[config.mk]
export PLATFORM = sky130hd
export DESIGN_NAME = lib_sync_filter
export DESIGN_NICKNAME = d
export VERILOG_FILES = /design/src/rtl/lib_sync_filter.sv
export SDC_FILE = /design/constraint.sdc
export NUM_CORES = 1
export LEC_CHECK = 0
export CAP_MARGIN = 20
export CORE_AREA = 2 2 39 41
export CTS_CLUSTER_SIZE = 30
export DETAILED_ROUTE_END_ITERATION = 8
export DIE_AREA = 0 0 41 43
export GPL_ROUTABILITY_DRIVEN = 0
export HOLD_SLACK_MARGIN = 0.12
export PLACE_DENSITY = 0.44
export SETUP_SLACK_MARGIN = 0.4
export SYNTH_ARGS = -nofsm -noshare
export SYNTH_HDL_FRONTEND = slang
export SYNTH_SLANG_ARGS = --single-unit
[constraint.sdc]
create_clock -name CLK -period 0.8 [get_ports CLK]
set_input_delay 0.16 -clock CLK [delete_from_list [all_inputs] [get_ports CLK]]
set_output_delay 0.16 -clock CLK [all_outputs]
set_load 0.05 [all_outputs]
[src/rtl/lib_sync_filter.sv]
// lib_sync_filter: multi-channel synchroniser with per-bit stability filter and registered edge pulses
module lib_sync_filter #(
  parameter int              WIDTH    = 1,
  parameter int              STAGES   = 2,
  parameter int              FILT_CYC = 1,
  parameter logic [WIDTH-1:0] RST_VAL = '0
) (
  input  logic             CLK,
  input  logic             RST,
  input  logic [WIDTH-1:0] D,
  output logic [WIDTH-1:0] Q,
  output logic [WIDTH-1:0] RISE,
  output logic [WIDTH-1:0] FALL,
  output logic             CHG
);
  localparam int            CW   = FILT_CYC > 1 ? $clog2(FILT_CYC) : 1;
  localparam logic [CW-1:0] CMAX = CW'(FILT_CYC - 1);
  logic [WIDTH-1:0] sync_q [STAGES];
  logic [CW-1:0]    cnt_q  [WIDTH];
  logic [CW-1:0]    cnt_d  [WIDTH];
  logic [WIDTH-1:0] s_out, upd_d, q_q, q_d, rise_q, fall_q;
  logic             chg_q;
  assign s_out = sync_q[STAGES-1];
  // plain flop chain per bit, nothing between stages
  always_ff @(posedge CLK) begin
    if (RST) begin
      for (int k = 0; k < STAGES; k++) sync_q[k] <= RST_VAL;
    end else begin
      sync_q[0] <= D;
      for (int k = 1; k < STAGES; k++) sync_q[k] <= sync_q[k-1];
    end
  end
  // a new level is accepted once it has been seen FILT_CYC cycles in a row; any return to Q clears the count
  always_comb begin
    upd_d = '0;
    for (int i = 0; i < WIDTH; i++) begin
      upd_d[i] = (s_out[i] != q_q[i]) && (cnt_q[i] == CMAX);
      cnt_d[i] = (s_out[i] == q_q[i] || upd_d[i]) ? '0 : cnt_q[i] + CW'(1);
    end
    q_d = (q_q & ~upd_d) | (s_out & upd_d);
  end
  // filter state and edge pulses all update on the same edge
  always_ff @(posedge CLK) begin
    if (RST) begin
      for (int i = 0; i < WIDTH; i++) cnt_q[i] <= '0;
      q_q    <= RST_VAL;
      rise_q <= '0;
      fall_q <= '0;
      chg_q  <= 1'b0;
    end else begin
      for (int i = 0; i < WIDTH; i++) cnt_q[i] <= cnt_d[i];
      q_q    <= q_d;
      rise_q <= upd_d & s_out;
      fall_q <= upd_d & ~s_out;
      chg_q  <= |upd_d;
    end
  end
  assign Q    = q_q;
  assign RISE = rise_q;
  assign FALL = fall_q;
  assign CHG  = chg_q;
endmodule

==> impl_metrics.json, run 1 <==
{
  "slowest_stage": "dfxtp_4",
  "die_x_um": 41,
  "pwr_density_cell_nw_per_um2": 1770,
  "synth_top_area_share_pct": 67.9,
  "hold_viol": 0,
  "synthDistinctLibCells": 8,
  "initial_core_util_pct": 14.9,
  "core_area_sq_um": 1380,
  "ys.flop_type": "dfxtp_1",
  "critPathTopFamily": "flip-flops",
  "failed_checks": "negative setup slack",
  "grt_usage_pct": 6.24,
  "rows": 14,
  "synth_cells": 16,
  "path_max_fanout": 2,
  "clock_skew_ns": 0.00223,
  "die_y_um": 43,
  "wl_um": 344,
  "min_path_type": "in -> reg",
  "area_growth_pct": 104,
  "ys_ff_latch": 7,
  "drt_pass1_iterations": 3,
  "p_leak_nw": 0.158,
  "synth_largest_area_cell": "dfxtp_1",
  "overflow": 0,
  "ys_seq_area_share_pct": 67.9,
  "netlist_area_sq_um": 206,
  "report.final.slew_viol_count": 0,
  "wl_per_cell_um": 7.64,
  "end_kind": "output port",
  "worstSetupStartpointType": "flop",
  "via_count": 148,
  "cts_hold_buf": 0,
  "ios": 7,
  "grt_antenna_before_repair": 0,
  "vias_per_cell": 3.29,
  "finalCriticalPeriod_ns": 0.890,
  "avgSynthCellArea_sq_um": 12.9,
  "min_period_over_period_pct": 111,
  "dpl.hpwl_um": 255,
  "clk_pin_slew_ns": 0.05,
  "fmax_mhz": 1120,
  "portBuffers": 6,
  "drc": 0,
  "cts_tree": "built",
  "crit_chain": "buf_12",
  "total_power_uw": 745,
  "netlist_top_cells_area": "dfxtp_1 (68%), nor4b_1 (8.5%), nor2b_1 (6.1%)",
  "rsz0062_at_grt": "yes",
  "cap_violations": 0,
  "yosysWarningCount": 0,
  "cp.arrival_ns": 0.73,
  "synthArstFlopShare_pct": 0,
  "die-area_sq_um": 1760,
  "clock_path_buffers": 2,
  "synthTopCellsByCount": "dfxtp_1 (7), nor2b_1 (2), nor4b_1 (2)",
  "drive_gt1_share_pct": 72.4,
  "nets": 33,
  "grt_pass1_vias": 158,
  "status": "finished, violations left",
  "clock-root-buffer": "clkbuf_4",
  "yosysMostFrequentCell": "dfxtp_1",
  "postRouteAntennaNets": 0,
  "ir_worst_vdd_mv": 0.688,
  "critPathKind": "reg -> out",
  "cts_sinks": 7,
  "syn_nets": 19,
  "max_stage_delay_ns": 0.34,
  "insertion_delay_ns": 0.24,
  "h-tree-depth": 1,
  "grt_pass1_wl_um": 634,
  "fin_area_sq_um": 422,
  "synth-edff-count": 0,
  "placed_area_sq_um": 375,
  "cts_buffers": 3,
  "n_antenna_cell": 0,
  "r2r_slack_ns": 0.01,
  "drtIter0Drc": 2,
  "setup_viol_count_final": 4,
  "grt_max_degree": 5,
  "cp_data_required_time_ns": 0.64,
  "setup_ws_ns": -0.0895,
  "path_buf_inv": 1
}
## cell type report
type	count	area, sq um
clock buffers	4	26.3
fillers	143	962
multi-input cells	9	104
flip-flops and latches	7	155
well taps	16	20.0
repair buffers	9	116
## path summary, 6_finish.rpt
check / start / end / cells past startpoint
max reg2reg: flop / CHG / 3
max: flop / Q / 1
min: RST / FALL / 2
min reg2reg: sync_q[0][0] / sync_q[0][1] / 1
## layout by cell type (no fill, tap or decap)
cell type and n:
mux2i_1 1, conb_1 1, buf_12 4, dfxtp_2 3
buf_4 3, dlygate4sd2_1 1, clkbuf_1 1, buf_2 1
nor2b_1 2, nor2_1 1, nor4b_4 2, dfxtp_1 1
dfxtp_4 3, clkbuf_4 3, xnor2_2 1, nor3_2 1
## timing repair
item	in CTS	in global routing
endpoints found under the setup margin	10	9
setup buffers	1	0
resized for setup	5	3
## power by group
group,switching [mW],internal [mW]
registers,0.0140,0.354
clock network,0.118,0.190
logic,0.0299,0.0390
total,0.162,0.583
## metal layers
layer,vias up,routed length (um),global-route usage [%]
met2,6,160,5.94
met5,-,0,0
met1,64,154,7.14
met3,0,29,4.71
li1,78,-,-
met4,0,0,8.00
## cells by family (layout without fill, tap and decap cells)
kind of cell / count (synthesis) / in the layout / synth area share [%]
DFF: 7 / 7 / 67.9
xor gates and xnor gates: 1 / 1 / 4.24
buffers and inverters: 0 / 13 / 0
other: 1 / 1 / 1.82
and+or+nand+nor: 6 / 6 / 21.2
muxes: 1 / 1 / 4.85
## stage by stage
stage / worst slack (ns) / std cells / hold slack, ns / utilization (%) / TNS [ns]
3_5_place_dp: -0.254 / 40 / 0.431 / 27.1 / -1.36
5_1_grt: -0.121 / 45 / 0.161 / 30.5 / -0.563
3_3_place_gp: -0.243 / 40 / 0.426 / 27.1 / -1.29
6_report: -0.0895 / 45 / 0.172 / 30.5 / -0.321
2_1_floorplan: 0.0647 / 16 / 0.221 / - / 0
4_1_cts: -0.107 / 45 / 0.126 / 29.1 / -0.384
Note: power is estimated with default switching activity, not from simulation.
==> run 2, diff against run 1 <==
--- a/config.mk
+++ b/config.mk
@@ -12,7 +12,7 @@
 export DIE_AREA = 0 0 41 43
 export GPL_ROUTABILITY_DRIVEN = 0
 export HOLD_SLACK_MARGIN = 0.12
-export PLACE_DENSITY = 0.44
+export PLACE_DENSITY = 0.39
 export SETUP_SLACK_MARGIN = 0.4
 export SYNTH_ARGS = -nofsm -noshare
 export SYNTH_HDL_FRONTEND = slang
==> impl_metrics.json, run 2 (synthesized netlist as in run 1, its figures left out) <==
{
  "status": "finished, violations left",
  "failed_checks": "negative setup slack",
  "cts_tree": "built",
  "p_leak_nw": 0.158,
  "clock_skew_ns": 0.00465,
  "cts_buffers": 3,
  "report.final.slew_viol_count": 0,
  "clock_path_buffers": 2,
  "grt_usage_pct": 5.34,
  "cp_data_required_time_ns": 0.64,
  "wl_um": 335,
  "insertion_delay_ns": 0.25,
  "drive_gt1_share_pct": 75.9,
  "ios": 7,
  "grt_max_degree": 5,
  "max_stage_delay_ns": 0.35,
  "hold_viol": 0,
  "setup_ws_ns": -0.0917,
  "grt_antenna_before_repair": 0,
  "post-route-util_pct": 30.6,
  "dr_wl_met3_um": 35,
  "fillers": 145,
  "via_count": 149,
  "end_kind": "output port",
  "cts_sinks": 7,
  "initial_core_util_pct": 14.9,
  "h-tree-depth": 1,
  "path_buf_inv": 1,
  "wl_per_cell_um": 7.44,
  "area_growth_pct": 105,
  "crit_chain": "buf_12",
  "min_period_over_period_pct": 111,
  "cap_violations": 0,
  "vias_per_cell": 3.31,
  "cp.arrival_ns": 0.73,
  "clock-root-buffer": "clkbuf_4",
  "post-place-cells": 40,
  "fmax_mhz": 1120,
  "die_x_um": 41,
  "drtIter0Drc": 0,
  "final_cell_mix": "dfxtp_2 (4), buf_12 (4), dfxtp_4 (3), clkbuf_4 (3), buf_4 (3)",
  "critPathTopFamily": "flip-flops",
  "dpl.hpwl_um": 262,
  "slowest_stage": "dfxtp_4",
  "die-area_sq_um": 1760,
  "portBuffers": 6,
  "die_y_um": 43,
  "grt_pass1_vias": 137,
  "drt_pass1_iterations": 1,
  "rows": 14,
  "nets": 33,
  "clk_pin_slew_ns": 0.05,
  "postRouteAntennaNets": 0,
  "n_antenna_cell": 0,
  "drt-met1-wl_um": 126,
  "drc": 0,
  "min_path_type": "in -> reg",
  "pwr_density_cell_nw_per_um2": 1770,
  "finalSetupTns_ns": -0.335,
  "stdcell_count": 45,
  "setup_viol_count_final": 5,
  "met2WireLength_um": 163,
  "critPathKind": "reg -> out",
  "grt_pass1_wl_um": 510,
  "worstSetupStartpointType": "flop",
  "ir_worst_vdd_mv": 0.711,
  "top_layer": "met4",
  "total_power_uw": 747,
  "overflow": 0,
  "worstHoldStart": "RST",
  "core_area_sq_um": 1380,
  "path_max_fanout": 2,
  "finalCriticalPeriod_ns": 0.892,
  "rsz0062_at_grt": "yes"
}
==> run 2: changes by cell type in the layout (fill, tap and decap cells not counted) <==
cell     before  now
dfxtp_2       3    4
dfxtp_1       1    0
==> run 2: cell type report <==
class                           instances  area (sq um)  share of cell area, %
Timing Repair Buffer                    9           116                   27.5
Sequential cell                         7           156                   37.0
Multi-Input combinational cell          9           104                   24.6
Clock buffer                            4          26.3                   6.21
Tap cell                               16          20.0                   4.73
==> run 2: timing repair <==
| action | in CTS | in global routing |
|---|---|---|
| hold buffers | 0 | 0 |
| gates resized for setup | 5 | 4 |
| endpoints found under the setup margin | 10 | 9 |
| endpoints found under the hold margin | 0 | 0 |
| setup buffers | 1 | 0 |
==> run 2: path summary, 6_finish.rpt <==
path,to,slack (ns),cells past startpoint
max reg2reg,CHG,-0.01,3
min reg2reg,sync_q[0][1],0.44,1
max,Q,-0.09,1
min,FALL,0.17,2
==> run 2: power breakdown <==
part	internal (mW)	leakage [nW]	switching, mW	total [mW]
Clock	0.190	0.0150	0.120	0.310
Combinational	0.0389	0.0823	0.0293	0.0682
Sequential	0.354	0.0609	0.0140	0.369
==> run 2: metrics by stage <==
step,hold WS [ns],cell area [sq um],worst slack [ns]
after CTS,0.124,403,-0.107
after global placement,0.420,375,-0.233
final,0.166,423,-0.0917
after detailed placement,0.435,375,-0.259
after global routing,0.147,423,-0.130
after floorplan,0.221,240,0.0647
==> run 2: routing by layer <==
metal  GRT usage (%)  up-vias
met5               0        -
met2            5.31        6
met1            4.89       62
met4            10.0        0
met3            3.14        2
li1                -       79
